===== src/rtl/multicycle_alu_mem_p_pkg.sv =====
// rtl/multicycle_alu_mem_p_pkg.sv - opcode/state types and helpers shared by the multi-cycle ALU (flags build: MCALU_FLAGS_EN)
package mcalu_pkg;

  typedef enum logic [2:0] {
    OP_ADD   = 3'b000,
    OP_SUB   = 3'b001,
    OP_AND   = 3'b010,
    OP_OR    = 3'b011,
    OP_XOR   = 3'b100,
    OP_LOAD  = 3'b101,
    OP_STORE = 3'b110,
    OP_ADDM  = 3'b111
  } op_t;

  typedef enum logic [2:0] {
    IDLE      = 3'd0,
    EXECUTE   = 3'd1,
    MEM_READ  = 3'd2,
    MEM_WRITE = 3'd3,
    WRITEBACK = 3'd4
  } state_t;

  // Commands that touch the scratch memory rather than going straight to the ALU
  function automatic logic is_mem_op(op_t op);
    return (op == OP_LOAD) || (op == OP_STORE) || (op == OP_ADDM);
  endfunction

endpackage


===== src/rtl/multicycle_alu_mem_p_if.sv =====
// rtl/multicycle_alu_mem_p_if.sv - command/result bundle of the multi-cycle ALU; zero/carry present only with MCALU_FLAGS_EN
interface multicycle_alu_mem_p_if #(
  parameter int DATA_W = 8,
  parameter int ADDR_W = 4
);
  logic              start;
  logic [DATA_W-1:0] A;
  logic [DATA_W-1:0] B;
  logic [2:0]        Op;
  logic [ADDR_W-1:0] Address;
  logic              busy;
  logic [DATA_W:0]   Y;
  logic [DATA_W-1:0] MemOut;
  logic              done;
`ifdef MCALU_FLAGS_EN
  logic              zero;
  logic              carry;

  modport master (
    output start, A, B, Op, Address,
    input  busy, Y, MemOut, done, zero, carry
  );
  modport slave (
    input  start, A, B, Op, Address,
    output busy, Y, MemOut, done, zero, carry
  );
`else
  modport master (
    output start, A, B, Op, Address,
    input  busy, Y, MemOut, done
  );
  modport slave (
    input  start, A, B, Op, Address,
    output busy, Y, MemOut, done
  );
`endif
endinterface


===== src/rtl/multicycle_alu_mem_p_alu.sv =====
// rtl/multicycle_alu_mem_p_alu.sv - combinational ALU; MSB of result is carry for ADD, borrow for SUB
module mcalu_alu
  import mcalu_pkg::*;
#(
  parameter int DATA_W = 8
) (
  input  logic [DATA_W-1:0] a,
  input  logic [DATA_W-1:0] b,
  input  op_t               op,
  output logic [DATA_W:0]   result
);

  // One extra bit on both operands so the top bit carries out / borrows in
  always_comb begin
    result = '0;
    case (op)
      OP_ADD:  result = {1'b0, a} + {1'b0, b};
      OP_SUB:  result = {1'b0, a} - {1'b0, b};
      OP_AND:  result = {1'b0, a & b};
      OP_OR:   result = {1'b0, a | b};
      OP_XOR:  result = {1'b0, a ^ b};
      default: result = '0;
    endcase
  end

endmodule


===== src/rtl/multicycle_alu_mem_p.sv =====
// rtl/multicycle_alu_mem_p.sv - multi-cycle ALU with scratch register file and start/busy/done handshake (MCALU_FLAGS_EN adds zero/carry)
module multicycle_alu_mem_p
  import mcalu_pkg::*;
#(
  parameter int DATA_W = 8,
  parameter int ADDR_W = 4
) (
  input  logic                 clk,
  input  logic                 reset_n,
  multicycle_alu_mem_p_if.slave bus
);

  localparam int DEPTH = 1 << ADDR_W;

  state_t            state_q, state_d;
  op_t               op_q, op_d;
  logic [DATA_W-1:0] a_q, a_d;
  logic [DATA_W-1:0] b_q, b_d;
  logic [ADDR_W-1:0] addr_q, addr_d;
  logic [DATA_W-1:0] tmp_q, tmp_d;
  logic [DATA_W:0]   y_q, y_d;
  logic [DATA_W-1:0] memout_q, memout_d;
  logic              done_q, done_d;
  logic              busy_q, busy_d;
  logic              mem_we;
`ifdef MCALU_FLAGS_EN
  logic              zero_q, zero_d;
  logic              carry_q, carry_d;
`endif

  logic [DATA_W-1:0] mem [DEPTH];

  op_t               start_op;
  op_t               alu_op;
  logic [DATA_W-1:0] alu_b;
  logic [DATA_W:0]   alu_result;

  assign start_op = op_t'(bus.Op);

  // ADDM reuses the adder with the word fetched from memory as second operand
  assign alu_op = (op_q == OP_ADDM) ? OP_ADD : op_q;
  assign alu_b  = (op_q == OP_ADDM) ? tmp_q : b_q;

  mcalu_alu #(.DATA_W(DATA_W)) u_alu (
    .a      (a_q),
    .b      (alu_b),
    .op     (alu_op),
    .result (alu_result)
  );

  // State register
  always_ff @(posedge clk or negedge reset_n) begin
    if (!reset_n) state_q <= IDLE;
    else          state_q <= state_d;
  end

  // Next-state: route by opcode at acceptance, then a fixed walk back to IDLE
  always_comb begin
    state_d = state_q;
    case (state_q)
      IDLE: begin
        if (bus.start) begin
          if (start_op == OP_STORE)    state_d = MEM_WRITE;
          else if (is_mem_op(start_op)) state_d = MEM_READ;
          else                          state_d = EXECUTE;
        end
      end
      EXECUTE:   state_d = WRITEBACK;
      MEM_READ:  state_d = (op_q == OP_ADDM) ? EXECUTE : WRITEBACK;
      MEM_WRITE: state_d = IDLE;
      WRITEBACK: state_d = IDLE;
      default:   state_d = IDLE;
    endcase
  end

  // Outputs and datapath next values; results commit on the edge leaving WRITEBACK/MEM_WRITE
  always_comb begin
    op_d     = op_q;
    a_d      = a_q;
    b_d      = b_q;
    addr_d   = addr_q;
    tmp_d    = tmp_q;
    y_d      = y_q;
    memout_d = memout_q;
    done_d   = 1'b0;
    mem_we   = 1'b0;
    busy_d   = (state_d != IDLE);
`ifdef MCALU_FLAGS_EN
    zero_d   = zero_q;
    carry_d  = carry_q;
`endif
    case (state_q)
      IDLE: begin
        if (bus.start) begin
          op_d   = start_op;
          a_d    = bus.A;
          b_d    = bus.B;
          addr_d = bus.Address;
        end
      end
      MEM_READ: tmp_d = mem[addr_q];
      MEM_WRITE: begin
        mem_we = 1'b1;
        done_d = 1'b1;
      end
      WRITEBACK: begin
        done_d = 1'b1;
        if (op_q == OP_LOAD) begin
          memout_d = tmp_q;
        end else begin
          y_d = alu_result;
`ifdef MCALU_FLAGS_EN
          zero_d  = (alu_result[DATA_W-1:0] == '0);
          carry_d = alu_result[DATA_W];
`endif
        end
      end
      default: ;
    endcase
  end

  // Datapath and handshake registers
  always_ff @(posedge clk or negedge reset_n) begin
    if (!reset_n) begin
      op_q     <= OP_ADD;
      a_q      <= '0;
      b_q      <= '0;
      addr_q   <= '0;
      tmp_q    <= '0;
      y_q      <= '0;
      memout_q <= '0;
      done_q   <= 1'b0;
      busy_q   <= 1'b0;
`ifdef MCALU_FLAGS_EN
      zero_q   <= 1'b0;
      carry_q  <= 1'b0;
`endif
    end else begin
      op_q     <= op_d;
      a_q      <= a_d;
      b_q      <= b_d;
      addr_q   <= addr_d;
      tmp_q    <= tmp_d;
      y_q      <= y_d;
      memout_q <= memout_d;
      done_q   <= done_d;
      busy_q   <= busy_d;
`ifdef MCALU_FLAGS_EN
      zero_q   <= zero_d;
      carry_q  <= carry_d;
`endif
    end
  end

  // Scratch memory is not reset; a reset before the MEM_WRITE edge drops the store
  always_ff @(posedge clk) begin
    if (mem_we) mem[addr_q] <= a_q;
  end

  assign bus.busy   = busy_q;
  assign bus.Y      = y_q;
  assign bus.MemOut = memout_q;
  assign bus.done   = done_q;
`ifdef MCALU_FLAGS_EN
  assign bus.zero   = zero_q;
  assign bus.carry  = carry_q;
`endif

endmodule


===== src/flat_wrapper.sv =====
// flat-port wrapper written by rule: the top's interface ports become plain ports
module multicycle_alu_mem_p_flat import mcalu_pkg::*;
#(
  parameter int DATA_W = 8,
  parameter int ADDR_W = 4
)
  (clk, reset_n, bus_start, bus_A, bus_B, bus_Op, bus_Address, bus_busy, bus_Y, bus_MemOut, bus_done);
  multicycle_alu_mem_p_if #(.DATA_W(DATA_W), .ADDR_W(ADDR_W)) bus_i ();
  input  logic clk;
  input  logic reset_n;
  input wire logic [$bits(bus_i.start)-1:0] bus_start;
  input wire logic [$bits(bus_i.A)-1:0] bus_A;
  input wire logic [$bits(bus_i.B)-1:0] bus_B;
  input wire logic [$bits(bus_i.Op)-1:0] bus_Op;
  input wire logic [$bits(bus_i.Address)-1:0] bus_Address;
  output wire logic [$bits(bus_i.busy)-1:0] bus_busy;
  output wire logic [$bits(bus_i.Y)-1:0] bus_Y;
  output wire logic [$bits(bus_i.MemOut)-1:0] bus_MemOut;
  output wire logic [$bits(bus_i.done)-1:0] bus_done;
  assign bus_i.start = bus_start;
  assign bus_i.A = bus_A;
  assign bus_i.B = bus_B;
  assign bus_i.Op = bus_Op;
  assign bus_i.Address = bus_Address;
  assign bus_busy = bus_i.busy;
  assign bus_Y = bus_i.Y;
  assign bus_MemOut = bus_i.MemOut;
  assign bus_done = bus_i.done;
  multicycle_alu_mem_p #(.DATA_W(DATA_W), .ADDR_W(ADDR_W)) u_core (.clk(clk), .reset_n(reset_n), .bus(bus_i));
endmodule

===== config.mk =====
export PLATFORM = sky130hd
export DESIGN_NAME = multicycle_alu_mem_p_flat
export DESIGN_NICKNAME = d
export VERILOG_FILES = /design/src/rtl/multicycle_alu_mem_p_pkg.sv /design/src/rtl/multicycle_alu_mem_p_if.sv /design/src/rtl/multicycle_alu_mem_p_alu.sv /design/src/rtl/multicycle_alu_mem_p.sv /design/src/flat_wrapper.sv
export SDC_FILE = /design/constraint.sdc
export NUM_CORES = 1
export LEC_CHECK = 0
export CAP_MARGIN = 30
export CORE_UTILIZATION = 59
export CTS_CLUSTER_DIAMETER = 30
export DETAILED_ROUTE_END_ITERATION = 10
export GPL_TIMING_DRIVEN = 0
export PLACE_DENSITY = 0.79
export SYNTH_ARGS = -nofsm -noshare
export SYNTH_HDL_FRONTEND = slang
export SYNTH_HIERARCHICAL = 1
export SYNTH_SLANG_ARGS = --single-unit

===== constraint.sdc =====
create_clock -name clk -period 4.4 [get_ports clk]
set_input_delay 0.88 -clock clk [delete_from_list [all_inputs] [get_ports clk]]
set_output_delay 0.88 -clock clk [all_outputs]
set_load 0.01 [all_outputs]

### Word level (Yosys, flattened, before mapping)

Memory sizes are Yosys's and may differ from the RTL's. A register that Yosys moved wholly into a read port is not among the register bits.
Index checks and enable logic that the tools add are counted.

* register bits after elaboration: 45
* bits in latches: 0
* memory bits (writable): 128
* ROM bits: 0
* bits of input ports: 26
* output and inout port bits: 19
* logic and storage cells: 51
* memories: 1

Memories
* u_core.mem: depth 16, bits a word 8, rd ports 1, clocked after memory_dff 1, write ports 1, line multicycle_alu_mem_p.sv:31 `logic [DATA_W-1:0] mem [DEPTH];`

* add/subtract/negate cells: 2
* multiply operators: 0
* divide/modulo/power cells: 0
* $lt $le $gt $ge: 0
* equality and inequality tests: 13
* shifts and indexed selects: 0
* multiplexer cells: 12
* bitwise gates (word level): 4
* reduce and logical (&&, ||, !) cells: 10

Operators with widths (number)
* 9-bit one-hot mux with 5 select lines: 1
* 3-bit == test, second input constant: 7
* 3-bit by 2-bit == test with 1-bit output, second input constant: 4
* 3-bit two-way mux: 4
* 8-bit by 8-bit adder with 9-bit output: 1
* 3-bit one-hot mux with 3 select lines: 1
* 8-bit by 8-bit subtractor with 9-bit output: 1
* 8-bit bitwise AND: 1
* 8-bit two-way mux: 1
* 8-bit bitwise OR: 1
* 8-bit XOR: 1
* 3-bit by 1-bit == test with 1-bit output, second input constant: 2
* 3-bit zero test: 2
* 2-bit AND reduction: 3
* 1-bit two-way mux: 4
* 3-bit nonzero test: 1
* 1-bit logical OR: 2
* 2-bit two-way mux: 1
* 2-bit OR reduction: 1
* 1-bit zero test: 1
* 1-bit NOT: 1

### Logic depth before layout (Yosys ltp)

Gate-level depths: netlist of run 1.

* word-level depth: 8
* depth in mapped cells: 15
* mapped depth without buffers: 13

### Cells and area by module

Netlist of run 1, hierarchy kept.

Modules (own cells, without submodules)
* multicycle_alu_mem_p: times used 1, cells an instance 407, area an instance 7156.9 µm², seq. area each 5170.0 µm²
* mcalu_alu: times used 1, cells an instance 145, area an instance 1021.0 µm², seq. area each 0.0 µm²

### Least setup slack after synthesis of run 1

No wires, ideal clock.

* kind: register -> register
* from: register u_core.op_q[1]
* to: register u_core.y_q[8] (netlist: u_core/bus.Y[8])
* arrival time: 3.229 ns
* data required time: 4.275 ns
* path slack: 1.046 ns
* stages on the path, launching flop included: 14
* buffers on the path: 1
* clock period less this slack: 3.354 ns
* cell sequence: dfrtp_1 nand3_1 clkbuf_1 mux2_2 inv_1 ha_1 mux2_2 fa_1 nand2b_1 o2bb2ai_1 o21ai_1 a2111oi_0 o21bai_2 mux2_2

* cells in the longest elaborated chain, start to end: 4
* elaborated cells between the ends (all ways): 14
* those cells by class: add/sub (2); eq/ne (6); mux (3); bitwise (1); reduce/logical (2)

Ends and longest elaborated chain
* start, declared: line multicycle_alu_mem_p.sv:16 `op_t op_q, op_d;`
* start signal, assigned: line multicycle_alu_mem_p.sv:139 `op_q <= op_d;`
* 3-bit == test (*): line multicycle_alu_mem_p.sv:42 `assign alu_b = (op_q == OP_ADDM) ? tmp_q : b_q;`
* 8-bit two-way mux (*): line multicycle_alu_mem_p.sv:42
* named net u_core.alu_b[0]: line multicycle_alu_mem_p.sv:35 `logic [DATA_W-1:0] alu_b;`
* 8-bit by 8-bit subtractor with 9-bit output / 8-bit by 8-bit adder with 9-bit output (equally long branches): line multicycle_alu_mem_p_alu.sv:18, multicycle_alu_mem_p_alu.sv:17
* 9-bit one-hot mux with 5 select lines (*): line multicycle_alu_mem_p_alu.sv:16 `case (op)`
* named net u_core.alu_result[8]: line multicycle_alu_mem_p.sv:36 `logic [DATA_W:0] alu_result;`
* end signal, assigned: line multicycle_alu_mem_p.sv:144 `y_q <= y_d;`
* end, declared: line multicycle_alu_mem_p.sv:21 `logic [DATA_W:0] y_q, y_d;`

Mark *: on every way through the listed nets, which the timed path passes. The rest lies on a longest branch.
A chain may end at the register's enable or synchronous reset.

### Worst setup path in the final report of run 1

* from: register u_core.op_q[1]
* to: register u_core.y_q[8] (netlist: u_core/bus.Y[8])

* cells in the longest elaborated chain, start to end: 4
* elaborated cells between the ends (all ways): 14
* those cells by class: add/sub (2); eq/ne (6); mux (3); bitwise (1); reduce/logical (2)

Ends and longest elaborated chain
* 3-bit == test (*): line multicycle_alu_mem_p.sv:41 `assign alu_op = (op_q == OP_ADDM) ? OP_ADD : op_q;`
* 3-bit two-way mux (*): line multicycle_alu_mem_p.sv:41
* named net u_core.alu_op[0]: line multicycle_alu_mem_p.sv:34 `op_t alu_op;`
* 3-bit == test (tied with other cells): line multicycle_alu_mem_p_alu.sv:16
* 9-bit one-hot mux with 5 select lines (*): line multicycle_alu_mem_p_alu.sv:16
* named net u_core.alu_result[8]: line multicycle_alu_mem_p.sv:36

Marked as above.

==> metrics.yaml, run 1 <==
yosys-top-cells-area: "edfxtp_1, dfrtp_1, mux2_2"
gp_congestion: 0.8964
die_y_um: 119.7
cts-buffers-inserted: 17
grt_pass1_wl_um: 27900
leakagePower_nw: 3.548
ys_seq_area_share_pct: 63.22
syn_inst: 552
p_clk_share_pct: 19.3
syn_to_final_growth_pct: 15.67
synthMuxAreaShare_pct: 15.22
cts_setup_buffers: 0
seqPwrFrac_pct: 36.0
synth_fa_ha_area_share_pct: 4.070
finalHoldViolations: 0
crit_path_end_kind: "register"
p_comb_share_pct: 44.7
die_x_um: 119.7
path_common_cell: "mux2_2"
drive_above_1_share_pct: 20.47
place_inst: 778
ctsHoldBuffers: 0
cts_resized: 0
synth_cell_types: 52
root_buffer: "clkbuf_16"
placementRows: 42
synthXorXnorAreaFrac_pct: 0.8568
synth-compound-area-share_pct: 7.069
vias_per_cell: 6.184
dp_hpwl_um: 12240
rsz0062_at_grt: "false"
final_cells: 811
min_period_ps: 3901
path_cells: "nand3_1 > clkbuf_1 > and2_1 > inv_2 > nor2_4 > mux2_2 > fa_1 > nand2b_1 > o2bb2ai_1 > o21ai_1 > a2111oi_0 > o21bai_2 > mux2_2"
syn_area_um2: 8178
criticalPathCategory: "register to register"
drtAntennaViolNets: 0
pin_count: 45
yosys_most_used_dff: "edfxtp_1"
synthesis.nets: 604
n_antenna_cell: 0
finalSetupViolCount: 0
path_max_fanout: 10
layout_common_cells: "edfxtp_1, dfrtp_1, mux2_2"
slew_violations: 0
synthSimpleGateAreaFrac_pct: 6.717
async_reset_ff_share_pct: 29.28
cp.required_ps: 4710
clock.fmax_mhz: 256.3
slowest_delay_ps: 510
ir_drop_v: 0.0008078
initial_core_util_pct: 61.03
cts_max_path_buffers: 2
drt_iter0_markers: 409
grtUsageTotal_pct: 26.80
synth_top_family_by_area: "multiplexers"
clk_latency_ps: 420
crit_slowest_cell: "clkbuf_1"
clkTransAtPathRegs_ps: 70
first_global_vias: 5055
fin_crit_sh_pct: 88.67
nets: 674
sw_frac_of_total_pct: 38.41
powerDensity_nw_per_um2: 787.3
synth.top_cell.area_share_pct: 47.00
wl_per_cell_um: 21.83
yosysWarnings: 6
first_pass_iters: 5
tightest_slew_ps: 1098
clock-sinks: 181
antenna_found_initial: 0
max_cap_viol_count: 0
vias: 5015
synth_edf_count: 128
grt_overflow: 0
synth_area_per_cell_um2: 14.81
power_switching_mw: 2.861
cts_htree_levels: 4
drt_wl_total_um: 17700
core_um2: 13400
post-route-util_pct: 70.59
port-buffer-count: 44
relSlewSlack_pct: 24.91
critPathLaunchType: "register"
arrival_ps: 4210
final.fill_count: 886
synth_top_area_cell: "edfxtp_1"
outcome: "completed"
cts_tree: "yes"
ys_ff_latch: 181
drc_errors: 0
clock_skew_ps: 10.02
power.internal_mw: 4.587
final_common_cell: "edfxtp_1"
grt_max_degree: 32
die-area_um2: 14340
tns_ps: 0
hold_path_class: "input port to async pin"
-- cell usage after synthesis, types with 3 or more instances --
cell type,number
nand3b_1,3
nand3_1,4
nor2b_1,5
a211oi_1,5
or3_1,3
nand2b_1,8
mux2i_1,31
inv_1,18
nand2_1,17
o21ai_0,3
clkbuf_1,8
inv_2,3
buf_2,9
and2_1,3
mux4_2,16
ha_1,25
buf_6,3
o2bb2ai_1,5
o21ai_1,8
nor2_1,41
dfrtp_1,53
o21a_1,4
buf_4,6
edfxtp_1,128
mux2_2,50
xnor2_1,6
nor3_1,11
a2111oi_0,5
a21oi_1,21
a32oi_1,3
o22ai_1,14
a31oi_1,8
-- worst max-delay path, delay by kind of cell, from the launching register on --
| kind | cells | cell delay, ps |
|---|---|---|
| compound gates | 4 | 680 |
| fa+ha+maj | 1 | 430 |
| buf+inv | 2 | 660 |
| flops | 1 | 460 |
| mux | 2 | 640 |
| simple gates | 4 | 900 |
-- stage by stage --
stage	hold WS [ps]	setup slack [ps]	instance area (µm²)	total power, mW
global route	456.3	299.7	9459	7.880
CTS	435.1	534.7	9447	7.440
detailed placement	493.9	582.8	8881	5.966
floorplan	472.3	1046	8178	4.985
global placement	484.3	611.1	8838	5.832
finish	434.5	498.5	9459	7.447
-- cell type report --
type / count / area (µm²) / share of cell area (%)
clock buffers: 19 / 442.9 / 4.683
flip-flops and latches: 181 / 5170 / 54.66
multi-input cells: 324 / 2775 / 29.34
plain buffers: 26 / 153.9 / 1.627
clock inverters: 13 / 122.6 / 1.296
well taps: 176 / 220.2 / 2.328
repair buffers: 51 / 495.5 / 5.238
inverters: 21 / 78.83 / 0.8333
-- routing by layer --
metal,global-route usage (%),vias to the layer above,part of all wire (%)
met5,0,-,0
li1,-,2245,-
met2,44.26,221,52
met4,11.02,0,2.4
met1,34.37,2514,39
met3,6.131,35,7.0
-- power by group through the flow --
stage               Combinational (mW)  Sequential, mW  Clock [mW]
global route                      3.63            2.72        1.53
CTS                               3.30            2.68        1.46
detailed placement                3.26            2.71           0
finish                            3.33            2.68        1.44
floorplan                         2.44            2.55           0
global placement                  3.15            2.68           0
-- cell families after synthesis --
group                      Yosys count
xor gates and xnor gates             8
and+or+nand+nor                    105
DFF                                181
AOI/OAI and AO/OA                   87
muxes                               98
buffers and inverters               47
adders and majority gates           26
-- final timing paths --
kind	startpoint	endpoint	slack, ps	cells after the start
setup / recovery	u_core/op_q[1]$_DFFE_PN0P_	u_core/bus.Y[8]$_DFFE_PN0P_	500	13
hold / removal	reset_n	u_core/bus.busy$_DFF_PN0_	430	1
setup reg to reg	u_core/op_q[1]$_DFFE_PN0P_	u_core/bus.Y[8]$_DFFE_PN0P_	500	13
hold reg to reg	u_core/bus.Y[6]$_DFFE_PN0P_	u_core/bus.Y[6]$_DFFE_PN0P_	500	1
max in group asynchronous	reset_n	u_core/addr_q[2]$_DFFE_PN0P_	3390	2
min in group clk	u_core/bus.Y[6]$_DFFE_PN0P_	u_core/bus.Y[6]$_DFFE_PN0P_	500	1
-- registers in the layout, indices dropped and copies added (netlist names), 3 cells and up --
register	cells
u_core/op_q	3
u_core/tmp_q	8
u_core/bus.MemOut	8
u_core/mem	128
u_core/b_q	8
u_core/addr_q	4
u_core/a_q	8
u_core/bus.Y	9
u_core/state_q	3
No activity file was read; power rests on OpenSTA's default activity.
==> run 2: changes to the inputs <==
--- a/config.mk
+++ b/config.mk
@@ -13,5 +13,4 @@
 export PLACE_DENSITY = 0.79
 export SYNTH_ARGS = -nofsm -noshare
 export SYNTH_HDL_FRONTEND = slang
-export SYNTH_HIERARCHICAL = 1
 export SYNTH_SLANG_ARGS = --single-unit
==> metrics.yaml, run 2 <==
wl_per_cell_um: 22.98
cts_resized: 0
first_pass_iters: 5
finalSetupViolCount: 0
finalPower_mw: 7.024
dp_hpwl_um: 11830
synth_cell_types: 47
drt_wl_total_um: 17280
clk_latency_ps: 430
min_period_ps: 3246
final_area_um2: 9412
die_x_um: 118.9
yosysWarnings: 0
crit_slowest_cell: "a2111oi_0"
reg2reg_to: "u_core.bus.Y[7]$_DFFE_PN0P_"
synth_area_per_cell_um2: 16.33
powerDensity_nw_per_um2: 746.4
worst_slack_ps: 1154
synthMostInstantiatedCell: "edfxtp_1"
placementRows: 42
regMostFlops: "u_core.mem"
nets: 613
syn_area_um2: 8065
ir_drop_v: 0.0004468
crit_path_end_kind: "register"
grt_pass1_wl_um: 27220
die_y_um: 118.9
core_um2: 13300
grt_max_degree: 28
critPathLaunchType: "register"
r2r_slack_ps: 1150
final.fill_count: 830
antenna_found_initial: 0
leakagePower_nw: 3.513
cts_htree_levels: 4
post-route-util_pct: 70.79
grt_overflow: 0
drtAntennaViolNets: 0
ys_ff_latch: 181
synth.top_cell.area_share_pct: 47.66
die-area_um2: 14140
postPlaceCellArea_um2: 8766
drive_above_1_share_pct: 15.28
tightest_slew_ps: 930.0
path_cells: "and3_1 > buf_4 > mux2i_1 > nor2_1 > xnor2_1 > inv_1 > ha_1 > nor2b_1 > o21a_1 > o21ai_1 > a2111oi_0 > nor3_1 > o31ai_1"
final_common_cell: "edfxtp_1"
multi_input_area_um2: 2699
synth_edf_count: 128
yosys_most_used_dff: "edfxtp_1"
rr_startpoint: "u_core.op_q[0]$_DFFE_PN0P_"
drc_errors: 0
place_ws_ps: 823.1
cts-buffers-inserted: 17
ys_top_cells_by_count: "edfxtp_1, dfrtp_1, nor2_1"
vias: 4663
clkTransAtPathRegs_ps: 70
largest_reg_flops: 128
ys_seq_area_share_pct: 64.10
layout_common_cells: "edfxtp_1, dfrtp_1, clkdlybuf4s50_1"
tns_ps: 0
slew_violations: 0
max_cap_viol_count: 0
clock_skew_ps: 9.272
finalHoldViolations: 0
async_reset_ff_share_pct: 29.28
n_antenna_cell: 0
rsz0062_at_grt: "false"
cts_tree: "yes"
slowest_delay_ps: 580
hold_path_class: "input port to async pin"
syn_inst: 494
criticalPathCategory: "register to register"
clock-sinks: 181
cts_setup_buffers: 0
seq_area_um2: 5170
vias_per_cell: 6.201
synth_top_area_cell: "edfxtp_1"
initial_core_util_pct: 60.66
fin_crit_sh_pct: 73.78
grtUsageTotal_pct: 27.24
clock.fmax_mhz: 308.0
drt_iter0_markers: 477
synthesis.nets: 544
ctsHoldBuffers: 0
first_global_vias: 4762
syn_to_final_growth_pct: 16.69
arrival_ps: 3580
root_buffer: "clkbuf_16"
gp_congestion: 0.8786
reg2reg_depth: 13
path_max_fanout: 9
outcome: "completed"
relSlewSlack_pct: 37.77
pin_count: 45
cts_max_path_buffers: 2
port-buffer-count: 44
yosys-top-cells-area: "edfxtp_1, dfrtp_1, mux4_1"
cp.required_ps: 4730
-- run 2: metrics by stage --
stage                     cells  hold slack, ps
after floorplan             494           457.4
after global placement      714           467.2
after detailed placement    719           475.4
after CTS                   751           471.3
after global routing        752           511.3
final                       752           478.1
-- run 2: worst max-delay path by stage --
stage | startpoint | end | slack [ps] | cells after the start
floorplan | u_core.op_q[1]$_DFFE_PN0P_ | u_core.bus.Y[7]$_DFFE_PN0P_ | 1400 | 12
global placement | u_core.op_q[1]$_DFFE_PN0P_ | u_core.bus.Y[7]$_DFFE_PN0P_ | 820 | 12
detailed placement | u_core.op_q[1]$_DFFE_PN0P_ | u_core.bus.Y[7]$_DFFE_PN0P_ | 820 | 12
CTS | u_core.op_q[1]$_DFFE_PN0P_ | u_core.bus.Y[7]$_DFFE_PN0P_ | 790 | 12
global route | u_core.op_q[0]$_DFFE_PN0P_ | u_core.bus.Y[7]$_DFFE_PN0P_ | 710 | 13
finish | u_core.op_q[0]$_DFFE_PN0P_ | u_core.bus.Y[7]$_DFFE_PN0P_ | 1150 | 13
-- run 2: metal layers --
| layer | track usage, % | up-vias | routed length, µm | share of wire [%] |
|---|---|---|---|---|
| li1 | - | 2061 | - | - |
| met5 | 0 | - | 0 | 0 |
| met1 | 34.96 | 2363 | 7036 | 41 |
| met2 | 43.24 | 194 | 8499 | 49 |
| met3 | 7.184 | 45 | 1082 | 6.3 |
| met4 | 13.84 | 0 | 664 | 3.8 |
-- run 2: power by group --
group	internal (mW)	switching (mW)	leakage, nW
Sequential	2.23	0.361	1.81
Combinational	1.35	1.45	1.38
Clock	0.971	0.666	0.316
-- run 2: cells by family after synthesis --
family | Yosys count | share of synthesized area, %
AOI/OAI and AO/OA | 50 | 4.033
xor gates and xnor gates | 13 | 1.412
adders and majority gates | 24 | 3.816
buffers and inverters | 43 | 2.436
DFF | 181 | 64.10
muxes | 84 | 18.35
and+or+nand+nor | 99 | 5.848
-- run 2: area by class of cell --
cell class	instances	share of cell area, %
buffer	22	1.250
clock buffer	18	4.560
clock inverter	14	2.247
inverter	21	0.8375
multi-input combinational	270	28.68
sequential	181	54.93
tap	176	2.340
timing repair buffer	50	5.158
-- run 2: critical path, delay by kind of cell, from the launching register on --
| family | cells | cell delay [ps] |
|---|---|---|
| xor+xnor | 1 | 260 |
| flops | 1 | 410 |
| simple gates | 4 | 490 |
| compound gates | 4 | 1090 |
| buf+inv | 2 | 270 |
| fa+ha+maj | 1 | 270 |
| mux | 1 | 340 |
==> run 3: changes to the inputs <==
==> constraint.sdc (replaced) <==
create_clock -name clk -period 3.37 [get_ports clk]
set_input_delay 0.674 -clock clk [delete_from_list [all_inputs] [get_ports clk]]
set_output_delay 0.674 -clock clk [all_outputs]
set_load 0.01 [all_outputs]
==> metrics.yaml, run 3 (same netlist as run 2, synthesis figures left out) <==
outcome: "completed"
die_y_um: 118.9
first_global_vias: 4748
drive_above_1_share_pct: 15.80
critPathLaunchType: "register"
largest_reg_flops: 128
syn_to_final_growth_pct: 16.99
ctsHoldBuffers: 0
die_x_um: 118.9
vias: 4698
tightest_slew_ps: 924.9
clock_skew_ps: 9.683
crit_path_end_kind: "register"
tns_ps: 0
vias_per_cell: 6.247
post-route-util_pct: 70.97
finalPower_mw: 9.262
clock-sinks: 181
criticalPathCategory: "register to register"
grtUsageTotal_pct: 27.24
cts_tree: "yes"
grt_overflow: 0
root_buffer: "clkbuf_16"
final_area_um2: 9435
drtAntennaViolNets: 0
drt_wl_total_um: 17410
finalHoldViolations: 0
grt_pass1_wl_um: 27230
final_common_cell: "edfxtp_1"
hold_path_class: "input port to async pin"
regMostFlops: "u_core.mem"
nets: 613
clock.fmax_mhz: 320.4
cts_max_path_buffers: 2
arrival_ps: 3450
powerDensity_nw_per_um2: 981.7
clkTransAtPathRegs_ps: 70
fin_crit_sh_pct: 92.61
postPlaceCellArea_um2: 8766
clk_latency_ps: 440
slew_violations: 0
place_ws_ps: -206.9
drc_errors: 0
relSlewSlack_pct: 38.11
dp_hpwl_um: 11830
port-buffer-count: 44
cp.required_ps: 3700
cts_htree_levels: 4
whs_ps: 269.3
pin_count: 45
ir_drop_v: 0.0005849
wl_per_cell_um: 23.16
cts-buffers-inserted: 17
max_cap_viol_count: 0
placementRows: 42
grt_max_degree: 28
leakagePower_nw: 3.520
die-area_um2: 14140
rsz0062_at_grt: "false"
gp_congestion: 0.8786
place_inst: 719
drt_iter0_markers: 479
final_cells: 752
first_pass_iters: 4
path_max_fanout: 9
core_um2: 13300
antenna_found_initial: 0
finalSetupViolCount: 0
n_antenna_cell: 0
layout_common_cells: "edfxtp_1, dfrtp_1, clkdlybuf4s50_1"
initial_core_util_pct: 60.66
worst_slack_ps: 249.1
min_period_ps: 3121
==> run 3: cell counts in the layout (fill, tap and decap cells not counted) <==
Identical to the previous run, type by type.
==> run 3: worst paths after layout <==
check | endpoint | start | slack [ps] | cells past startpoint
max | u_core.bus.Y[7]$_DFFE_PN0P_ | u_core.op_q[0]$_DFFE_PN0P_ | 250 | 13
min | u_core.tmp_q[4]$_DFFE_PN0N_ | reset_n | 270 | 1
max reg2reg | u_core.bus.Y[7]$_DFFE_PN0P_ | u_core.op_q[0]$_DFFE_PN0P_ | 250 | 13
min reg2reg | u_core.bus.Y[8]$_DFFE_PN0P_ | u_core.bus.Y[8]$_DFFE_PN0P_ | 490 | 2
max in group asynchronous | u_core.bus.Y[0]$_DFFE_PN0P_ | reset_n | 2530 | 2
min in group clk | u_core.bus.Y[8]$_DFFE_PN0P_ | u_core.bus.Y[8]$_DFFE_PN0P_ | 490 | 2
==> run 3: repair_timing <==
item | CTS | global route
resized for setup | 1 | 4
setup endpoints to repair | 2 | 3
pin swaps | 0 | 1
setup buffers | 0 | 1
hold endpoints to repair | 0 | 0
==> run 3: area by class of cell <==
cell class | instances | area [µm²]
clock inverter | 14 | 211.5
multi-input combinational | 270 | 2720
fill | 827 | 3860
tap | 176 | 220.2
inverter | 21 | 78.83
sequential | 181 | 5170
buffer | 22 | 117.6
timing repair buffer | 50 | 488.0
clock buffer | 18 | 429.2
==> run 3: worst max-delay path, cell delays in order, from the launching register on <==
cell       delay [ps]
dfrtp_1           430
and3_1            190
buf_4             200
mux2i_2           320
nor2_1             80
xnor2_1           250
inv_1              80
ha_1              280
nor2b_1           130
o21a_1            170
o21ai_1           310
a2111oi_2         140
o21a_1            190
o31ai_1           220
==> run 3: power breakdown <==
group / internal, mW / leakage [nW] / switching (mW) / total (mW)
combinational: 1.79 / 1.39 / 1.94 / 3.73
sequential: 2.91 / 1.81 / 0.483 / 3.39
clock: 1.27 / 0.316 / 0.875 / 2.14
==> run 3: layer usage <==
metal | vias to the layer above | part of all wire [%] | GRT usage, %
met5 | - | 0 | 0
met4 | 0 | 3.6 | 13.29
met3 | 40 | 6.9 | 7.184
met2 | 214 | 49 | 43.49
met1 | 2388 | 40 | 34.96
li1 | 2056 | - | -
==> patch 1, RTL diff (config.mk and constraints of run 3) <==
The 5 states of `state_t` get a one-hot encoding in 5 bits.
--- a/src/rtl/multicycle_alu_mem_p_pkg.sv
+++ b/src/rtl/multicycle_alu_mem_p_pkg.sv
@@ -13,10 +13,10 @@
   } op_t;
 
-  typedef enum logic [2:0] {
-    IDLE      = 3'd0,
-    EXECUTE   = 3'd1,
-    MEM_READ  = 3'd2,
-    MEM_WRITE = 3'd3,
-    WRITEBACK = 3'd4
+  typedef enum logic [4:0] {
+    IDLE      = 5'b00001,
+    EXECUTE   = 5'b00010,
+    MEM_READ  = 5'b00100,
+    MEM_WRITE = 5'b01000,
+    WRITEBACK = 5'b10000
   } state_t;
 
Function: same outputs for any inputs over 4 cycles, from zero or initial values and one cycle with reset_n low; so few cycles prove little.
==> patch 1 against run 3 <==
Non-clock buffer count unchanged; power decreased by 1.5%; final area increased by 0.81%; sequential cell count increased by 2; count of clock-buffer cells in the layout unchanged; via count increased by 1.5%; sequential share of layout area increased by 0.10 points; synthesized cell count increased by 6.1%; worst setup slack got worse by 0.078 ns; routed wire length decreased by 0.26%; final cell count increased by 3.9%; synthesized area increased by 1.6%; die area increased by 1.6%; largest cell class unchanged; highest routed layer unchanged.
==> patch 1: results (changes against run 3) <==
Status: finished clean
Leakage: 3.57 nW (+1.5%)
Slew HR: 41.3% (+3.2 points)
Iter 0 DRT Violations: 421 (-12%)
GRT Resource Usage Total: 27.0% (-0.20 points)
Placed Area: 0.00890 sq mm (+1.5%)
Met3 routed WL: 1120 um (-7.5%)
NumNets Final: 642 (+4.7%)
# diodes: 0 (unchanged)
Gr ovfl total: 0 (unchanged)
CTS Buf Count: 17 (unchanged)
Synth top area cells: edfxtp_1 47%, dfrtp_1 16%, mux4_2 8.0%, mux2_2 4.4%, ha_1 3.5%
Fill count: 876 (+5.9%)
Initial antenna violation count: 0 (unchanged)
Maximum VDD drop: 589 uV (+0.74%)
Drt first pass iters: 5 (+1)
Vias in the first global route: 4884 (+2.9%)
Arr. time, crit path: 3.52 ns (+0.07 ns)
Hold Path Class: primary input to async pin
DP Cell Count: 749 (+4.2%)
Worst-case reg-to-reg path depth: 12 (-1)
Met2 wire len: 8600 um (about the same)
Met1 wire length: 7280 um (+4.3%)
Detailed Place HPWL: 12100 um (+2.2%)
Worst path max stage delay: 0.53 ns (+0.10 ns)
Post-Route Skew: 0.0127 ns (+0.00303 ns)
First-pass GRT wire length: 27700 um (+1.6%)
Commonest cells in the synthesized netlist: 128 x edfxtp_1, 54 x dfrtp_1, 38 x nor2_1
Syn_nets: 574 (+5.5%)
Buffers on Ports: 44 (unchanged)
Final GP Congestion: 0.868 (-1.2%)
Startpoint types: register
Largest net degree at the start of global routing: 34 (+21%)
Post-synth EDFFs: 128 (unchanged)
Warnings, synthesis: 0 (unchanged)
Syn avg cell area: 15.6 sq um (-4.2%)
Post-cts sizing count: 0 (-1)
R2r startpoint: u_core.op_q[1]$_DFFE_PN0P_
Drt wl/cell: 22.2 um (-4.0%)
Max reg flops: 128 (unchanged)
Ratio of cells with drive above 1 in the final layout: 21.5% (+5.7 points)
Biggest register: u_core.mem
Crit path max fanout: 10 (+1)
Seq/Total Area, Yosys: 63.7% (-0.41 points)
H-tree depth: 4 (unchanged)
Via count: 4769 (+1.5%)
Synth cell types: 60 (+28%)
Clk slew on worst S/H paths: 0.07 ns (about the same)
Asr flop ratio synth: 30.1% (+0.77 points)
Highest metal used: met4
Slowest-stage cell, CP: fa_1
Setup bufs post-CTS: 0 (unchanged)
Finished Layout Cells: 781 (+3.9%)
==> patch 1: changes by cell type in the layout (fill, tap and decap cells not counted), sizes merged, moves of 8 or more <==
cell    delta
mux2i     +17
nand2     -14
clkbuf     -9
buf        +9
mux4       -8
a21oi     +12
nand2b     +8
==> patch 1: worst reg2reg max path, cell delays in order, from the launching register on <==
cell      delay, ns
dfrtp_1        0.33
buf_2          0.21
and3_1         0.25
buf_4          0.23
mux2i_2        0.29
nor2_1         0.09
xnor2_1        0.21
fa_1           0.53
a211oi_2       0.31
o21ai_0        0.15
a31oi_1        0.21
xor2_1         0.17
o21ai_1        0.09
==> patch 1: final timing paths <==
path,to,slack (ns)
setup / recovery,u_core.bus.Y[8]$_DFFE_PN0P_,0.17
hold / removal,u_core.bus.Y[6]$_DFFE_PN0P_,0.22
setup reg to reg,u_core.bus.Y[8]$_DFFE_PN0P_,0.17
hold reg to reg,u_core.bus.Y[4]$_DFFE_PN0P_,0.50
max in group asynchronous,u_core.state_q[0]$_DFF_PN1_,2.51
min in group clk,u_core.bus.Y[4]$_DFFE_PN0P_,0.50
==> patch 1: layer usage <==
| layer | global-route usage, % | up-vias |
|---|---|---|
| met3 | 6.65 | 31 |
| met4 | 10.8 | 0 |
| met5 | 0 | - |
| met2 | 42.0 | 176 |
| met1 | 37.1 | 2407 |
| li1 | - | 2155 |
==> patch 1: cells by family after synthesis <==
group                      count (synthesis)  synth area share [%]
and+or+nand+nor                           98                  6.43
adders and majority gates                 24                  3.75
AOI/OAI and AO/OA                         69                  5.28
buffers and inverters                     45                  2.72
DFF                                      183                  63.7
muxes                                     92                  16.7
xor gates and xnor gates                  13                  1.39
==> patch 1: layout make-up <==
class | instances | area, sq um | share of cell area, %
clock inverters | 14 | 159 | 1.67
well taps | 176 | 220 | 2.32
flip-flops and latches | 183 | 5220 | 54.9
multi-input cells | 296 | 2770 | 29.1
inverters | 22 | 82.6 | 0.868
clock buffers | 18 | 439 | 4.62
plain buffers | 23 | 140 | 1.47
repair buffers | 49 | 483 | 5.08
==> patch 1: per-stage QoR <==
| stage | total power [mW] | setup slack (ns) | hold slack, ns | utilization [%] |
|---|---|---|---|---|
| CTS | 9.09 | 0.0891 | 0.235 | 70.9 |
| floorplan | 6.00 | 0.643 | 0.378 | - |
| global route | 9.67 | -0.00450 | 0.260 | 71.0 |
| finish | 9.13 | 0.171 | 0.220 | 71.0 |
| detailed placement | 7.11 | 0.146 | 0.482 | 66.4 |
| global placement | 6.93 | -0.0116 | 0.470 | 66.1 |
==> patch 1: where the power goes <==
| part | internal [mW] | total, mW | switching [mW] |
|---|---|---|---|
| Sequential | 2.92 | 3.44 | 0.521 |
| Combinational | 1.74 | 3.70 | 1.96 |
| Clock | 1.07 | 1.99 | 0.920 |
| Total | 5.73 | 9.13 | 3.40 |
==> patch 2, RTL diff (flow settings as in run 3) <==
Made on the original files. `DATA_W` is set to 8 in 4 places; all go to 12.
--- a/src/rtl/multicycle_alu_mem_p_if.sv
+++ b/src/rtl/multicycle_alu_mem_p_if.sv
@@ -1,5 +1,5 @@
 // rtl/multicycle_alu_mem_p_if.sv - command/result bundle of the multi-cycle ALU; zero/carry present only with MCALU_FLAGS_EN
 interface multicycle_alu_mem_p_if #(
-  parameter int DATA_W = 8,
+  parameter int DATA_W = 12,
   parameter int ADDR_W = 4
 );
--- a/src/rtl/multicycle_alu_mem_p_alu.sv
+++ b/src/rtl/multicycle_alu_mem_p_alu.sv
@@ -3,5 +3,5 @@
   import mcalu_pkg::*;
 #(
-  parameter int DATA_W = 8
+  parameter int DATA_W = 12
 ) (
   input  logic [DATA_W-1:0] a,
--- a/src/rtl/multicycle_alu_mem_p.sv
+++ b/src/rtl/multicycle_alu_mem_p.sv
@@ -3,5 +3,5 @@
   import mcalu_pkg::*;
 #(
-  parameter int DATA_W = 8,
+  parameter int DATA_W = 12,
   parameter int ADDR_W = 4
 ) (
--- a/src/flat_wrapper.sv
+++ b/src/flat_wrapper.sv
@@ -2,5 +2,5 @@
 module multicycle_alu_mem_p_flat import mcalu_pkg::*;
 #(
-  parameter int DATA_W = 8,
+  parameter int DATA_W = 12,
   parameter int ADDR_W = 4
 )
Interface: changed (resized bus_A, bus_B, bus_MemOut and bus_Y); port bits go from 45 to 61. No check against the original RTL was run, so the function may have changed too.
==> patch 2 against run 3 <==
Worst setup slack worse by 0.16 ns; sequential cell count is 84 higher; worst hold slack better by 0.015 ns; critical endpoint is now u_core.bus.Y[12]$_DFFE_PN0P_; count of clock-buffer cells in the layout is 33 higher; routed wire length is 65% higher; critical path type unchanged; highest routed layer unchanged; power is 71% higher; largest cell class unchanged; synthesized area is 46% higher; final area is 56% higher; clock skew is 0.0088 ns higher; critical path depth is 2 higher.
==> patch 2: results (changes against run 3) <==
GRT met2 Usage: 47.5% (+4.0 points)
GRT Resource Usage Total: 28.8% (+1.6 points)
Met2 wire len: 14300 um (+67%)
Worst hold slack: 0.284 ns (+0.0147 ns)
Iter 0 DRT Violations: 701 (+46%)
Met1 Use GR: 38.5% (+3.6 points)
M3 GR Usage: 5.40% (-1.8 points)
Maximum root-to-sink buffer count: 3 (+1)
Post-Synth Adder-Cell Area: 3.79% (-0.030 points)
Finished Layout Cells: 1142 (+52%)
Synth top area cells: edfxtp_1 49%, dfrtp_1 16%, mux4_2 6.7%, mux4_1 5.6%, ha_1 3.6%
Clk slew on worst S/H paths: 0.05 ns (-0.02 ns)
H-tree depth: 2 (-2)
Clk. pwr: 4.55 mW (+110%)
Syn_nets: 769 (+41%)
Drt first pass iters: 6 (+2)
Layout clock area frac: 10.4% (+3.7 points)
Status: finished clean
Slew @ Worst Pin: 0.947 ns (+0.0219 ns)
Commonest cells in the synthesized netlist: 192 x edfxtp_1, 73 x dfrtp_1, 36 x mux2_2, 36 x nor2_1, 35 x mux4_2
Synth cell types: 57 (+21%)
Fill count: 1111 (+34%)
Mux cell area share after synthesis: 17.9% (-0.46 points)
Area of the multi-input gates: 0.00406 sq mm (+49%)
Clk_lat worst skew: 0.54 ns (+0.10 ns)
## patch 2: repair_timing
action | in CTS | in global routing
endpoints found under the setup margin | 7 | 5
endpoints found under the hold margin | 0 | 0
setup buffers | 7 | 10
pin swaps | 3 | 9
resized for setup | 20 | 21
## patch 2: worst max path at each step
stage                                from                            to  slack (ns)  depth (start not counted)
2_1_floorplan  u_core.op_q[1]$_DFFE_PN0P_  u_core.bus.Y[12]$_DFFE_PN0P_        0.29                         14
3_3_place_gp                      reset_n  u_core.addr_q[0]$_DFFE_PN0P_       -0.80                          1
3_5_place_dp   u_core.op_q[1]$_DFFE_PN0P_  u_core.bus.Y[12]$_DFFE_PN0P_       -0.38                         14
4_1_cts        u_core.op_q[1]$_DFFE_PN0P_  u_core.bus.Y[12]$_DFFE_PN0P_       0.004                         14
5_1_grt        u_core.op_q[2]$_DFFE_PN0P_  u_core.bus.Y[12]$_DFFE_PN0P_       -0.03                         15
6_report       u_core.op_q[2]$_DFFE_PN0P_  u_core.bus.Y[12]$_DFFE_PN0P_        0.08                         15
